==> src/rtl/matmul_calc_pkg.sv <==
// Shared types and defaults for the systolic matmul_calc sequencer.
// Holds the default array size, the MAC depth, the derived widths and the controller state type.
package matmul_calc_pkg;

    localparam int DEF_MAX_DIM = 4;
    localparam int DEF_MAC_LAT = 2;
    localparam int IDX_W       = $clog2(DEF_MAX_DIM);
    localparam int DIM_W       = $clog2(DEF_MAX_DIM + 1);

    typedef logic [IDX_W-1:0] idx_t;

    typedef enum logic [2:0] {
        IDLE,
        CLEAR,
        FEED,
        DRAIN,
        DONE
    } ctrl_state_e;

    // A dimension is usable when it is 1..max_dim.
    function automatic logic dim_ok(input int dim, input int max_dim);
        return (dim >= 1) && (dim <= max_dim);
    endfunction

endpackage

==> src/rtl/matmul_skew_gen.sv <==
// Diagonal-skew lane generator: lane l presents operand k = t - l while 0 <= t - l < k_len.
// Lanes at or beyond the active count stay idle, and idle lanes drive index 0.
module matmul_skew_gen
    import matmul_calc_pkg::*;
#(
    parameter int LANES      = DEF_MAX_DIM,
    parameter int TIME_W     = DIM_W + 2,
    parameter int CNT_W      = DIM_W,
    parameter int LANE_IDX_W = IDX_W
) (
    input  logic                        en,
    input  logic [TIME_W-1:0]           t,
    input  logic [CNT_W-1:0]            active,
    input  logic [CNT_W-1:0]            k_len,
    output logic [LANES-1:0]            valid,
    output logic [LANES*LANE_IDX_W-1:0] idx
);

    for (genvar l = 0; l < LANES; l++) begin : g_lane
        localparam logic [TIME_W-1:0] LANE = TIME_W'(l);

        logic [TIME_W-1:0] rel;
        logic              lane_on;

        // rel is only meaningful once t >= LANE, so that term guards the wrapped case.
        assign rel     = t - LANE;
        assign lane_on = en && (LANE < TIME_W'(active)) && (t >= LANE)
                         && (rel < TIME_W'(k_len));

        assign valid[l]                              = lane_on;
        assign idx[l*LANE_IDX_W +: LANE_IDX_W]       = lane_on ? rel[LANE_IDX_W-1:0] : '0;
    end

endmodule

==> src/rtl/matmul_calc_ctrl.sv <==
// Sequencer for the systolic matmul datapath: clear, skewed A/B feed, MAC drain, done pulse.
// Outputs are flops loaded from the next state and next t, so they line up with the state register.
module matmul_calc_ctrl
    import matmul_calc_pkg::*;
#(
    parameter int MAX_DIM = DEF_MAX_DIM,
    parameter int MAC_LAT = DEF_MAC_LAT,
    localparam int D_W    = $clog2(MAX_DIM + 1),
    localparam int I_W    = $clog2(MAX_DIM)
) (
    input  logic                   clk,
    input  logic                   rst_ni,
    input  logic                   start_i,
    input  logic                   abort_i,
    input  logic [D_W-1:0]         n_i,
    input  logic [D_W-1:0]         k_i,
    input  logic [D_W-1:0]         m_i,
    output logic                   busy_o,
    output logic                   pe_clear_o,
    output logic [MAX_DIM-1:0]     a_valid_o,
    output logic [MAX_DIM*I_W-1:0] a_k_o,
    output logic [MAX_DIM-1:0]     b_valid_o,
    output logic [MAX_DIM*I_W-1:0] b_k_o,
    output logic                   done_o,
    output logic                   err_o
);

    localparam int T_W = D_W + 2;
    localparam int L_W = (MAC_LAT > 1) ? $clog2(MAC_LAT) : 1;

    ctrl_state_e            state_q, state_d;
    logic [T_W-1:0]         t_q, t_d, t_last;
    logic [L_W-1:0]         drain_q, drain_d;
    logic [D_W-1:0]         n_q, k_q, m_q, n_d, k_d, m_d;
    logic                   err_d, start_ok, feed_d;
    logic [MAX_DIM-1:0]     a_valid_d, b_valid_d;
    logic [MAX_DIM*I_W-1:0] a_k_d, b_k_d;

    assign start_ok = dim_ok(int'(n_i), MAX_DIM) && dim_ok(int'(k_i), MAX_DIM)
                      && dim_ok(int'(m_i), MAX_DIM);
    assign t_last   = T_W'(n_q) + T_W'(k_q) + T_W'(m_q) - T_W'(3);

    always_comb begin
        // NOTE: every combinational output gets a default first; a missed branch would infer a latch.
        state_d = state_q;
        t_d     = t_q;
        drain_d = drain_q;
        n_d     = n_q;
        k_d     = k_q;
        m_d     = m_q;
        err_d   = 1'b0;

        unique case (state_q)
            IDLE: begin
                if (start_i) begin
                    if (start_ok) begin
                        n_d     = n_i;
                        k_d     = k_i;
                        m_d     = m_i;
                        state_d = CLEAR;
                    end else begin
                        err_d = 1'b1;
                    end
                end
            end
            CLEAR: begin
                t_d     = '0;
                state_d = FEED;
            end
            FEED: begin
                if (t_q == t_last) begin
                    drain_d = L_W'(MAC_LAT - 1);
                    state_d = DRAIN;
                end else begin
                    t_d = t_q + 1'b1;
                end
            end
            DRAIN: begin
                if (drain_q == '0) state_d = DONE;
                else               drain_d = drain_q - 1'b1;
            end
            DONE:    state_d = IDLE;
            default: state_d = IDLE;
        endcase

        // Abort overrides every transition, but an idle controller has nothing to abandon.
        if (abort_i && (state_q != IDLE)) state_d = IDLE;
    end

    assign feed_d = (state_d == FEED);

    matmul_skew_gen #(
        .LANES      (MAX_DIM),
        .TIME_W     (T_W),
        .CNT_W      (D_W),
        .LANE_IDX_W (I_W)
    ) u_row_skew (
        .en     (feed_d),
        .t      (t_d),
        .active (n_q),
        .k_len  (k_q),
        .valid  (a_valid_d),
        .idx    (a_k_d)
    );

    matmul_skew_gen #(
        .LANES      (MAX_DIM),
        .TIME_W     (T_W),
        .CNT_W      (D_W),
        .LANE_IDX_W (I_W)
    ) u_col_skew (
        .en     (feed_d),
        .t      (t_d),
        .active (m_q),
        .k_len  (k_q),
        .valid  (b_valid_d),
        .idx    (b_k_d)
    );

    // NOTE: non-blocking assignments here so every flop samples pre-edge values.
    always_ff @(posedge clk or negedge rst_ni) begin
        if (!rst_ni) begin
            state_q    <= IDLE;
            t_q        <= '0;
            drain_q    <= '0;
            n_q        <= '0;
            k_q        <= '0;
            m_q        <= '0;
            busy_o     <= 1'b0;
            pe_clear_o <= 1'b0;
            done_o     <= 1'b0;
            err_o      <= 1'b0;
            a_valid_o  <= '0;
            a_k_o      <= '0;
            b_valid_o  <= '0;
            b_k_o      <= '0;
        end else begin
            state_q    <= state_d;
            t_q        <= t_d;
            drain_q    <= drain_d;
            n_q        <= n_d;
            k_q        <= k_d;
            m_q        <= m_d;
            busy_o     <= (state_d != IDLE);
            pe_clear_o <= (state_d == CLEAR);
            done_o     <= (state_d == DONE);
            err_o      <= err_d;
            a_valid_o  <= a_valid_d;
            a_k_o      <= a_k_d;
            b_valid_o  <= b_valid_d;
            b_k_o      <= b_k_d;
        end
    end

endmodule
==> config.mk <==
export PLATFORM = sky130hd
export DESIGN_NAME = matmul_calc_ctrl
export DESIGN_NICKNAME = d
export VERILOG_FILES = /design/src/rtl/matmul_calc_pkg.sv /design/src/rtl/matmul_skew_gen.sv /design/src/rtl/matmul_calc_ctrl.sv
export SDC_FILE = /design/constraint.sdc
export NUM_CORES = 1
export LEC_CHECK = 0
export BUFFER_PORTS_ARGS = -buffer_cell sky130_fd_sc_hd__buf_4
export CORE_ASPECT_RATIO = 0.7
export CORE_UTILIZATION = 30
export CTS_BUF_LIST = sky130_fd_sc_hd__clkbuf_16
export DETAILED_ROUTE_END_ITERATION = 10
export HOLD_SLACK_MARGIN = 0.05
export SYNTH_ARGS = -nofsm -noshare
export SYNTH_HDL_FRONTEND = slang
export SYNTH_HIERARCHICAL = 1
export SYNTH_SLANG_ARGS = --single-unit
==> constraint.sdc <==
create_clock -name clk -period 7.2 [get_ports clk]
set_clock_uncertainty 0.2 [all_clocks]
set_input_delay 1.8 -clock clk [delete_from_list [all_inputs] [get_ports clk]]
set_output_delay 1.8 -clock clk [all_outputs]
set_load 0.02 [all_outputs]
==> results of run 1 <==
-- cells by family after synthesis --
kind of cell / after synthesis / share of synthesized area
AO/OA/AOI/OAI: 38 / 0.0982
XOR/XNOR: 19 / 0.0608
adder cells (fa/ha/maj): 37 / 0.163
buffers and inverters: 42 / 0.0717
flip-flops: 46 / 0.386
multiplexers: 9 / 0.0327
AND/OR/NAND/NOR: 91 / 0.188
-- cell usage after synthesis, drive strengths merged (2+ instances only) --
library cell  count
o31a              2
mux2              6
o21ai            12
or3               2
nand2            19
or4               2
a21boi            2
nand3             4
buf              14
a31oi             6
and3              7
inv              26
a2111oi           6
nor3              8
nand2b            5
a21o              3
xnor2             7
or2               3
fa                3
a211oi            2
nor3b             2
mux2i             3
xor2             11
and2             12
nand3b            3
ha               34
a21oi             4
nor4              5
nand4b            2
dfrtp            46
nand4             2
clkbuf            2
nor2             13
-- flip-flops by register name (all words and copies together) (netlist names) --
signal	flops
a_k_o	8
a_valid_o	4
b_k_o	8
b_valid_o	4
busy_o	1
done_o	1
drain_q	1
err_o	1
k_q	3
m_q	3
n_q	3
pe_clear_o	1
state_q	3
t_q	5
-- power by group --
group          leakage, uW  internal (uW)  switching, uW  total (uW)
sequential        0.000620            293           45.2         339
combinational      0.00100            314            415         729
clock            0.0000689            127           94.5         221
-- metrics by stage --
stage / utilization / instances
after floorplan: - / 282
after global placement: 0.346 / 437
after detailed placement: 0.346 / 437
after CTS: 0.361 / 445
after global routing: 0.361 / 445
final: 0.361 / 445
-- cell usage in the layout, fill, tap and decap left out, drive strengths merged --
master,count
a21o,3
buf,43
a2111oi,6
nand3b,3
inv,26
a21oi,4
mux2,6
o21ai,12
nor3,8
nor3b,2
xor3,1
a22o,1
nor2b,1
nand4b,2
o31a,2
nand2b,5
or4,2
and2,12
xnor2,7
a31oi,6
ha,34
nand4,2
a21boi,2
clkbuf,5
or2,3
and3,7
or3b,1
or3,2
dfrtp,46
nor4,5
nor2,13
nand3,4
xor2,11
clkinv,3
nand2,19
a211oi,2
mux2i,3
fa,3
-- cell type report --
class / instances / share of cell area
Multi-Input combinational cell: 194 / 0.463
Sequential cell: 46 / 0.330
Timing Repair Buffer: 43 / 0.0924
Tap cell: 128 / 0.0458
Clock buffer: 5 / 0.0358
Inverter: 26 / 0.0287
Clock inverter: 3 / 0.00466
-- worst max-delay path by stage --
stage	depth (start not counted)	startpoint	to	slack, ps
finish	16	n_q[1]	a_k_o[2]	1800
global route	16	n_q[1]	b_k_o[3]	1360
CTS	16	n_q[1]	a_k_o[2]	1790
detailed placement	16	n_q[1]	a_k_o[2]	1820
global placement	16	n_q[1]	b_k_o[2]	1920
floorplan	16	n_q[1]	a_k_o[4]	2420
-- critical path: stages (launching register included) --
cell       delay [ps]
dfrtp_1           430
fa_1              490
ha_1              310
ha_1              230
fa_1              480
xor2_1            190
nor4_4            360
a31oi_4           160
nor2b_1           170
a22o_1            550
inv_1             240
ha_1              280
xor2_1            160
ha_1              290
a2111oi_0         320
o21ai_0           230
nor3_1            220
-- metal layers --
metal  GRT usage  part of all wire  vias up
met2       0.214              0.46       42
li1            -                 -     1029
met3      0.0249             0.040        4
met5           0                 0        -
met4      0.0337            0.0072        0
met1       0.176              0.50     1006
==> summary.md, run 1 <==
| Metric | Value |
|---|---|
| Standard cell core area | `slightly below 10000 um2` |
| Reg-to-reg endpoint | `a_k_o[2]` |
| Worst endpoint required time | `7190 ps` |
| Net count after synthesis | `332` |
| Min-delay src | `drain_q` |
| Residual antenna-violating net count after detailed routing | `0` |
| Buffers inserted by post-CTS timing repair | `0` |
| Most frequently used flop master after synthesis | `dfrtp_1` |
| Number of distinct library cells after synthesis | `50` |
| Cell count of the worst hold path | `1` |
| Post-Place Cell Area | `3350 um2` |
| Area of the mapped netlist | `2980 um2` |
| Antenna diode count | `0` |
| Register-to-register path setup slack | `~1800 ps` |
| WS Path Type | `flop to flop` |
| Smallest hold slack | `roughly 310 ps` |
| Reported max-cap violation count | `0` |
| First-pass detailed-route iteration total | `4` |
| Global-route congestion overflow total | `0` |
| Via count of the first global-routing pass | `2161` |
| Deepest clock path buffer count | `2` |
| Yosys warning total | `6` |
| # rows | `30` |
| Sort of element at the end of the critical path | `flop` |
| P&R area growth vs syn | `17.1%` |
| Post-detailed-routing wire length | `between 6000 and 7000 um` |
| Worst r2r src | `n_q[1]` |
| Die span in y | `approximately 85 um` |
| Area share of the largest cell type after synthesis | `0.386` |
| Final-stage net count | `366` |
| Combined area of the multi-input logic cells | `1620 um2` |
| Unrepaired setup endpoints after global routing | `false` |
| Via count of the routed design | `between 2000 and 2500` |
| Setup TNS | `0 ps` |
| Total routing usage reported by global routing | `0.130` |
| Hold Vio Cnt, Final | `0` |
| Max rail drop VDD | `170 uV` |
| Worst Path Max Fanout | `13` |
| Starting DRC count in detailed routing | `120` |
| DP Wirelength | `between 4000 and 5000 um` |
| Largest net degree at the start of global routing | `47` |
| Area of all sequential standard cells | `1150 um2` |
| Effective utilization at floorplan | `0.308` |
| Clock tree sinks | `46` |
| Global-route wire length before repair | `around 11000 um` |
| Cell area power density | `roughly 370 nW/um2` |
| CTS clock-pin slew for the worst setup and hold paths | `around 60 ps` |
| Startpoint type of the worst setup path | `flop` |
| Total die area | `10400 um2` |
| Number of antenna violations at the first check in global routing | `0` |
| Leakage power of the design | `0.00169 uW` |
| Run status | `complete, no violations` |
| Data arrival time of the critical path | `5400 ps` |
| Placement Setup Slack | `1820 ps` |
| Worst max-slew margin expressed relative to the limit | `0.437` |
| Port buffer count | `40` |
| Post-route DRC | `0` |
| Ratio of routed vias to standard cells | `4.68` |
| Async SR Flop Fraction | `1.00` |
| Worst Reg2Reg Path Length in Cells | `16` |
| Global placement routability congestion | `0.815` |
| # IOs | `between 40 and 50` |
| Skew-Pair Late Insertion Delay | `280 ps` |
| Number of cells produced by synthesis | `282` |
| Count of final max-slew check failures | `0` |
| Number of register bits inferred by synthesis | `between 40 and 50` |
| Cell taking the most area after synthesis | `dfrtp_1` |
| Crit share post-route | `0.750` |
| Post-route design area | `3490 um2` |
| Maximum clock frequency | `185 MHz` |
| CTS Hold Bufs | `0` |
| Post-synth EDFFs | `0` |
| Clock tree from TritonCTS | `built` |
| Slew @ Worst Pin | `approximately 840 ps` |
| Portion of the post-synthesis area used by sequential elements | `0.386` |
| Total design power | `1290 uW` |
| Number of failing setup endpoints in the final timing report | `0` |
| Sink of the worst hold path | `done_o` |
| CTS HTree Levels | `2` |
| Chip Width | `121 um` |
| Total of cells resized after clock tree synthesis | `0` |
| Fill cells | `971` |
| Share of layout cells above drive strength 1 | `0.249` |
| Synth Area per Inst | `about 11 um2` |
| Final setup margin | `1800 ps` |
| Clock buffer count from CTS | `5` |
| Post-detailed-route wirelength per cell | `13.8 um` |
| Tightest Hold Check Type | `flop to flop` |
| Area contributors post-synth | `dfrtp_1 (39%), ha_1 (14%), xor2_1 (3.2%)` |
| Root buffer cell | `clkbuf_16` |
| Tmin final | `5400 ps` |
No activity file was read; power rests on OpenSTA's default activity.
==> run 2: changes to the inputs <==
--- a/config.mk
+++ b/config.mk
@@ -5,6 +5,7 @@
 export SDC_FILE = /design/constraint.sdc
 export NUM_CORES = 1
 export LEC_CHECK = 0
+export ABC_AREA = 1
 export BUFFER_PORTS_ARGS = -buffer_cell sky130_fd_sc_hd__buf_4
 export CORE_ASPECT_RATIO = 0.7
 export CORE_UTILIZATION = 30
==> constraint.sdc (replaced) <==
create_clock -name clk -period 5.08 [get_ports clk]
set_clock_uncertainty 0.2 [all_clocks]
set_input_delay 1.27 -clock clk [delete_from_list [all_inputs] [get_ports clk]]
set_output_delay 1.27 -clock clk [all_outputs]
set_load 0.02 [all_outputs]
==> run 2 against run 1 <==
Via count grew 23%. Sequential share of layout area shrank 2.0 points. Global-route usage grew 1.2 points. Wire length grew 16%. Sequential cell count is the same.
==> summary.md, run 2 <==
| Metric | Value |
|---|---|
| Run status | `complete, no violations` |
| Global-route wire length before repair | `12300 um (+15%)` |
| Reported max-cap violation count | `0 (unchanged)` |
| Sink of the worst hold path | `done_o` |
| CTS clock-pin slew for the worst setup and hold paths | `60 ps (about the same)` |
| Register-to-register path setup slack | `520 ps (-1270 ps)` |
| Post-detailed-route wirelength per cell | `12.2 um (-11%)` |
| Post-synth EDFFs | `0 (unchanged)` |
| Antenna diode count | `0 (unchanged)` |
| Met2 wire length | `3180 um (+13%)` |
| Most common cell in the synthesized netlist | `nand2_1` |
| Sort of element at the end of the critical path | `flop` |
| Area of the mapped netlist | `3140 um2 (+5.4%)` |
| Simple-Gate Fraction of Synth Area | `0.293 (+0.105)` |
| Worst max-slew margin expressed relative to the limit | `0.516 (+0.0797)` |
| Clock tree sinks | `46 (unchanged)` |
| Clock tree from TritonCTS | `built` |
| Number of register bits inferred by synthesis | `46 (unchanged)` |
| Standard cell core area | `9950 um2 (+2.7%)` |
| Number of failing setup endpoints in the final timing report | `0 (unchanged)` |
| Xor/xnor cell area share of the yosys netlist | `0.0223 (-0.0385)` |
| Commonest cells after routing, fill and taps aside | `nand2_1 (112), inv_1 (79), nor2_1 (53)` |
| Root buffer cell | `clkbuf_16` |
| Unrepaired setup endpoints after global routing | `false` |
| Area share of the largest cell type after synthesis | `0.366 (-0.0198)` |
| Chip Width | `124 um (+2.6%)` |
| Area contributors post-synth | `dfrtp_1 (37%), ha_1 (14%), nand2_1 (13%)` |
| Most frequently used flop master after synthesis | `dfrtp_1` |
| Count of final max-slew check failures | `0 (unchanged)` |
| Number of cells produced by synthesis | `417 (+48%)` |
| Cell taking the most area after synthesis | `dfrtp_1` |
| Starting DRC count in detailed routing | `84 (-30%)` |
| Post-route design area | `3710 um2 (+6.3%)` |
| Wire length on met1 | `3660 um (+20%)` |
| Placement Setup Slack | `380 ps (-1440 ps)` |
| Buffers inserted by post-CTS timing repair | `0 (unchanged)` |
| Hold Vio Cnt, Final | `0 (unchanged)` |
| # rows | `30 (unchanged)` |
| Total die area | `10900 um2 (+5.3%)` |
| Net count after synthesis | `467 (+41%)` |
| Tightest Hold Check Type | `flop to flop` |
| Worst Path Max Fanout | `15 (+2)` |
| Async SR Flop Fraction | `1.00 (unchanged)` |
| Number of distinct library cells after synthesis | `27 (-46%)` |
| Cell count of the worst hold path | `1 (unchanged)` |
| Effective utilization at floorplan | `0.316 (+0.00809)` |
| Most common library cell in the layout ignoring fill and taps | `nand2_1` |
| Final setup margin | `523 ps (-1270 ps)` |
| Fraction of the mapped netlist area in compound gates | `0.0414 (-0.0568)` |
| Worst r2r src | `k_q[1]` |
| Reg-to-reg endpoint | `a_k_o[3]` |
| Share of layout cells above drive strength 1 | `0.164 (-0.0851)` |
| Die span in y | `87.7 um (+2.6%)` |
| Setup TNS | `0 ps (unchanged)` |
| Top layer reached by signal wires | `met4` |
| Post-detailed-routing wire length | `7160 um (+16%)` |
| Crit share post-route | `0.897 (+0.147)` |
| Ratio of routed vias to standard cells | `4.38 (-6.4%)` |
| Maximum clock frequency | `219 MHz (+19%)` |
| Yosys warning total | `6 (unchanged)` |
| Post-Place Cell Area | `3550 um2 (+6.0%)` |
| Largest net degree at the start of global routing | `47 (unchanged)` |
| Startpoint type of the worst setup path | `flop` |
| Port buffer count | `40 (unchanged)` |
| Skew-Pair Late Insertion Delay | `290 ps (about the same)` |
| P&R area growth vs syn | `18.1%` |
| # IOs | `41 (unchanged)` |
| Largest registers | `a_k_o x8, b_k_o x8, t_q x5` |
| Final-stage net count | `507 (+39%)` |
| Min-delay src | `drain_q` |
| Largest family of logic cells by synthesized area | `simple AND/OR/NAND/NOR gates` |
| First-pass detailed-route iteration total | `4 (unchanged)` |
| CTS HTree Levels | `2 (unchanged)` |
| Synth Area per Inst | `7.54 um2 (-29%)` |
| Number of antenna violations at the first check in global routing | `0 (unchanged)` |
| Total of cells resized after clock tree synthesis | `0 (unchanged)` |
| Worst Reg2Reg Path Length in Cells | `24 (+8)` |
| Global placement routability congestion | `0.817 (+0.31%)` |
| Via count of the first global-routing pass | `2627 (+22%)` |
| Data arrival time of the critical path | `4580 ps (-820 ps)` |
| Post-synthesis mux area share | `0 (-0.0327)` |
| Tmin final | `4560 ps (-846 ps)` |
| Total routing usage reported by global routing | `0.143 (+0.0122)` |
| Adder-cell share of the synthesized area | `0.154 (-0.00835)` |
| Portion of the post-synthesis area used by sequential elements | `0.366 (-0.0198)` |
| Deepest clock path buffer count | `2 (unchanged)` |
| Post-route DRC | `0 (unchanged)` |
| Slew @ Worst Pin | `723 ps (-116 ps)` |
| DP Wirelength | `5370 um (+20%)` |
| CTS Hold Bufs | `0 (unchanged)` |
| WS Path Type | `flop to flop` |
| Worst endpoint required time | `5100 ps (-2090 ps)` |
| Amount of wire on met3 after detailed routing | `240 um (-2.8%)` |
| Cell types with the highest counts after synthesis | `nand2_1 (112), inv_1 (80), nor2_1 (53), dfrtp_1 (46), ha_1 (34)` |
| Smallest hold slack | `292 ps (-22.2 ps)` |
| Global-route congestion overflow total | `0 (unchanged)` |
| Fill cells | `1020 (+5.0%)` |
| Residual antenna-violating net count after detailed routing | `0 (unchanged)` |
| Clock buffer count from CTS | `5 (unchanged)` |
| Via count of the routed design | `2561 (+23%)` |
-- run 2: logic make-up after synthesis --
group | count (synthesis)
xor gates and xnor gates | 8
DFF | 46
adders and majority gates | 37
buffers and inverters | 94
and+or+nand+nor | 213
AOI/OAI and AO/OA | 19
-- run 2: worst max-delay path, stage by stage (launching register included) --
cell and delay [ps]:
dfrtp_1 460, fa_1 490, ha_1 310, ha_1 230
fa_1 380, or2_1 250, nand3_1 70, nand2_1 90
nor2_4 160, nand2_4 90, nand2_1 70, nand2_1 40
nand2_1 90, clkinvlp_4 270, inv_1 220, ha_1 210
xor2_1 70, ha_1 170, inv_1 50, nand2_1 40
nor2_1 100, nand2_1 60, nor2_1 80, nand3_1 130
nor2_1 120
-- run 2: how the worst max path moves through the flow --
stage,start,end,slack [ps],cells past startpoint
2_1_floorplan,n_q[1],a_valid_o[1],860,21
3_3_place_gp,k_q[1],a_k_o[3],440,23
3_5_place_dp,k_q[1],a_k_o[3],380,23
4_1_cts,k_q[1],a_k_o[3],350,23
5_1_grt,k_q[1],a_k_o[3],80,24
6_report,k_q[1],a_k_o[3],520,24
-- run 2: stage by stage --
stage | cells | utilization
after global routing | 585 | 0.373
final | 585 | 0.373
after CTS | 585 | 0.373
after detailed placement | 578 | 0.357
after floorplan | 417 | -
after global placement | 578 | 0.357
-- run 2: area by class of cell --
cell class                 count  area (um2)  share of cell area
tap                          128         160              0.0431
clock buffer                   5         125              0.0337
clock inverter                 2        33.8             0.00909
multi-input combinational    277        1610               0.432
inverter                      85         323              0.0869
timing repair buffer          42         315              0.0849
sequential                    46        1150               0.310
-- run 2: per-layer routing --
| layer | up-vias | global-route usage |
|---|---|---|
| met5 | - | 0 |
| met3 | 8 | 0.0336 |
| met1 | 1186 | 0.183 |
| met2 | 35 | 0.241 |
| met4 | 0 | 0.0427 |
| li1 | 1332 | - |
Power of run 2 is left out: the tool's default activity adds up to more than one toggle a clock period on the data nets, which glitch-free logic cannot reach.
==> run 3: changes to the inputs <==
--- a/config.mk
+++ b/config.mk
@@ -5,7 +5,7 @@
 export SDC_FILE = /design/constraint.sdc
 export NUM_CORES = 1
 export LEC_CHECK = 0
-export ABC_AREA = 1
+export ABC_AREA = 0
 export BUFFER_PORTS_ARGS = -buffer_cell sky130_fd_sc_hd__buf_4
 export CORE_ASPECT_RATIO = 0.7
 export CORE_UTILIZATION = 30
@@ -14,5 +14,4 @@
 export HOLD_SLACK_MARGIN = 0.05
 export SYNTH_ARGS = -nofsm -noshare
 export SYNTH_HDL_FRONTEND = slang
-export SYNTH_HIERARCHICAL = 1
 export SYNTH_SLANG_ARGS = --single-unit
==> run 3 against run 2 <==
Sequential share of layout area is 4.6 points higher. Largest cell class unchanged. Critical path depth is 7 lower. Critical endpoint is now a_k_o[2]. Clock-buffer cell count stayed put. Final cell count is 31% lower. Setup slack worse by 370 ps. Critical path type unchanged.
==> summary.md, run 3 <==
| Metric | Value |
|---|---|
| Commonest cells after routing, fill and taps aside | `buf_4 (52), dfrtp_1 (46), nand2_1 (24)` |
| Cell area power density | `approximately 640 nW/um2` |
| Final-stage net count | `344 (-32%)` |
| Net count after synthesis | `292 (-37%)` |
| Most common cell in the synthesized netlist | `dfrtp_1` |
| Number of register bits inferred by synthesis | `46 (unchanged)` |
| Total die area | `8920 um2 (-18%)` |
| Buffers inserted by post-CTS timing repair | `0 (unchanged)` |
| Largest registers | `a_k_o x8, b_k_o x8, t_q x5` |
| DP Wirelength | `4510 um (-16%)` |
| Standard cell core area | `8070 um2 (-19%)` |
| Global-route wire length before repair | `10100 um (-18%)` |
| Sort of element at the end of the critical path | `flop` |
| Fill cells | `761 (-25%)` |
| Area of all sequential standard cells | `1150 um2 (unchanged)` |
| Slew @ Worst Pin | `581 ps (-142 ps)` |
| Run status | `complete, no violations` |
| Post-synth EDFFs | `0 (unchanged)` |
| Post-Place Cell Area | `3050 um2 (-14%)` |
| Area contributors post-synth | `dfrtp_1 (45%), ha_1 (11%), nand2_1 (3.5%)` |
| Async SR Flop Fraction | `1.00 (unchanged)` |
| Via count of the first global-routing pass | `1937 (-26%)` |
| Top cell family by delay on the critical path | `adder cells` |
| Global placement routability congestion | `0.849 (+3.9%)` |
| CTS clock-pin slew for the worst setup and hold paths | `60 ps (about the same)` |
| First-pass detailed-route iteration total | `5 (+1)` |
| Effective utilization at floorplan | `0.317 (+0.00127)` |
| Leakage power of the design | `0.00158 uW` |
| Number of failing setup endpoints in the final timing report | `0 (unchanged)` |
| Count of final max-slew check failures | `0 (unchanged)` |
| Ratio of routed vias to standard cells | `5.01 (+14%)` |
| Largest family of logic cells by synthesized area | `simple AND/OR/NAND/NOR gates` |
| Port buffer count | `40 (unchanged)` |
| Root buffer cell | `clkbuf_16` |
| Most common library cell in the layout ignoring fill and taps | `buf_4` |
| Final setup margin | `153 ps (-370 ps)` |
| Hold Vio Cnt, Final | `0 (unchanged)` |
| Area of the mapped netlist | `2560 um2 (-19%)` |
| Number of distinct library cells after synthesis | `51 (+89%)` |
| Number of cells produced by synthesis | `253 (-39%)` |
| Post-detailed-route wirelength per cell | `14.8 um (+21%)` |
| CTS Hold Bufs | `0 (unchanged)` |
| Global-route congestion overflow total | `0 (unchanged)` |
| Critical Path Max Stage Delay | `530 ps (+40 ps)` |
| Synth Area per Inst | `10.1 um2 (+34%)` |
| Reported max-cap violation count | `0 (unchanged)` |
| Xor/xnor cell area share of the yosys netlist | `0.0435 (+0.0212)` |
| Worst max-slew margin expressed relative to the limit | `0.613 (+0.0967)` |
| Tightest Hold Check Type | `flop to flop` |
| Area share of the largest cell type after synthesis | `0.449 (+0.0831)` |
| Combined area of the multi-input logic cells | `1380 um2 (-14%)` |
| CP max-delay cell | `fa_1` |
| Clock tree sinks | `46 (unchanged)` |
| Post-detailed-routing wire length | `5990 um (-16%)` |
| Critical path buffers and inverters | `0 (-3)` |
| Total design power | `2060 uW` |
| Post-synthesis mux area share | `0.00391 (+0.00391)` |
| Portion of the post-synthesis area used by sequential elements | `0.449 (+0.0831)` |
| Adder-cell share of the synthesized area | `0.136 (-0.0187)` |
| Die span in y | `79.3 um (-9.5%)` |
| Simple-Gate Fraction of Synth Area | `0.218 (-0.0746)` |
| Cell taking the most area after synthesis | `dfrtp_1` |
| Residual antenna-violating net count after detailed routing | `0 (unchanged)` |
| Cell type with the highest occurrence count on the critical path | `ha_1` |
| Maximum clock frequency | `203 MHz (-7.5%)` |
| Deepest clock path buffer count | `2 (unchanged)` |
| Tmin final | `4930 ps (+370 ps)` |
| Share of layout cells above drive strength 1 | `0.233 (+0.0687)` |
| Worst endpoint required time | `5070 ps (-30 ps)` |
| Largest net degree at the start of global routing | `47 (unchanged)` |
| P&R area growth vs syn | `26.2%` |
| Startpoint type of the worst setup path | `flop` |
| Total routing usage reported by global routing | `0.148 (+0.00553)` |
| Cell types with the highest counts after synthesis | `dfrtp_1 (46), nand2_1 (24), ha_1 (23), a21oi_1 (15), inv_1 (15)` |
| Placement Setup Slack | `182 ps (-198 ps)` |
| Skew-Pair Late Insertion Delay | `290 ps (about the same)` |
| Most frequently used flop master after synthesis | `dfrtp_1` |
| # rows | `27 (-10%)` |
| Fraction of the mapped netlist area in compound gates | `0.115 (+0.0734)` |
| Number of antenna violations at the first check in global routing | `0 (unchanged)` |
| Clock tree from TritonCTS | `built` |
| Yosys warning total | `0 (-6)` |
| Antenna diode count | `0 (unchanged)` |
| Cells traversed along the worst timing path | `fa_1 -> ha_1 -> ha_1 -> fa_1 -> xor2_2 -> nor4b_2 -> and4b_1 -> nand2b_1 -> a22o_4 -> ha_1 -> ha_1 -> o21ai_0 -> nand2b_1 -> o41a_1 -> nor3b_1 -> a21oi_1 -> nor4_1` |
| Chip Width | `112 um (-9.6%)` |
| # IOs | `41 (unchanged)` |
| Worst Path Max Fanout | `5 (-10)` |
| Util after Layout | `0.401 (+0.0271)` |
| Post-route design area | `3230 um2 (-13%)` |
| Post-route DRC | `0 (unchanged)` |
| Max rail drop VDD | `223 uV` |
| Starting DRC count in detailed routing | `74 (-12%)` |
| Clock buffer count from CTS | `5 (unchanged)` |
| WS Path Type | `flop to flop` |
| Crit share post-route | `0.970 (+0.0727)` |
| CTS HTree Levels | `2 (unchanged)` |
| Via count of the routed design | `2033 (-21%)` |
| Data arrival time of the critical path | `4910 ps (+330 ps)` |
==> run 3: cell types whose count changed in the layout (fill, tap and decap cells not counted), sizes merged, moves of 7 or more <==
cell	previous run	this run
nand2b	0	7
nor3	7	14
nand2	117	24
a21oi	4	15
nand3	28	9
buf	42	52
nor4	0	11
nor2	55	14
ha	34	23
inv	84	17
==> run 3: power breakdown <==
| part | switching [uW] | internal (uW) | total, uW |
|---|---|---|---|
| Clock | 135 | 176 | 311 |
| Combinational | 723 | 522 | 1240 |
| Sequential | 72.0 | 430 | 502 |
==> run 3: worst min-delay path: stages, from the launching register on <==
cell and delay, ps:
dfrtp_1 370, a21oi_1 50, a21oi_1 100
==> run 3: worst paths after layout <==
| kind | startpoint | slack (ps) | cells after the start | endpoint |
|---|---|---|---|---|
| setup / recovery | n_q[1] | 150 | 17 | a_k_o[2] |
| hold / removal | drain_q | 360 | 2 | drain_q |
| setup reg to reg | n_q[1] | 150 | 17 | a_k_o[2] |
| hold reg to reg | drain_q | 360 | 2 | drain_q |
| max in group asynchronous | rst_ni | 3510 | 1 | a_k_o[1] |
| min in group asynchronous | rst_ni | 780 | 1 | b_k_o[2] |
==> run 3: cell families (layout without fill, tap and decap cells) <==
group | count (synthesis) | after routing
DFF | 46 | 46
AOI/OAI and AO/OA | 46 | 46
buffers and inverters | 22 | 74
muxes | 1 | 1
and+or+nand+nor | 101 | 101
xor gates and xnor gates | 11 | 11
adders and majority gates | 26 | 26
==> run 3: layout make-up <==
class | instances | area share
inverters | 15 | 0.0174
flip-flops and latches | 46 | 0.356
clock inverters | 2 | 0.00232
multi-input cells | 185 | 0.426
clock buffers | 5 | 0.0387
repair buffers | 52 | 0.121
well taps | 101 | 0.0391
==> run 3: timing repair <==
| action | 4_1_cts | 5_1_grt |
|---|---|---|
| gates resized for setup | 0 | 9 |
| endpoints found under the setup margin | 0 | 11 |
| endpoints found under the hold margin | 0 | 0 |
==> run 3: layer usage <==
metal	track usage	up-vias	wire [um]
met3	0.0351	8	235
li1	-	1008	-
met2	0.211	48	2390
met4	0.0440	0	77
met1	0.220	969	3290
met5	0	-	0
==> run 3: per-stage QoR <==
stage / TNS, ps / hold WS (ps) / cells
CTS: 0 / 365 / 406
floorplan: 0 / 297 / 253
finish: 0 / 358 / 406
global placement: 0 / 350 / 399
global route: -64.4 / 417 / 406
detailed placement: 0 / 350 / 399
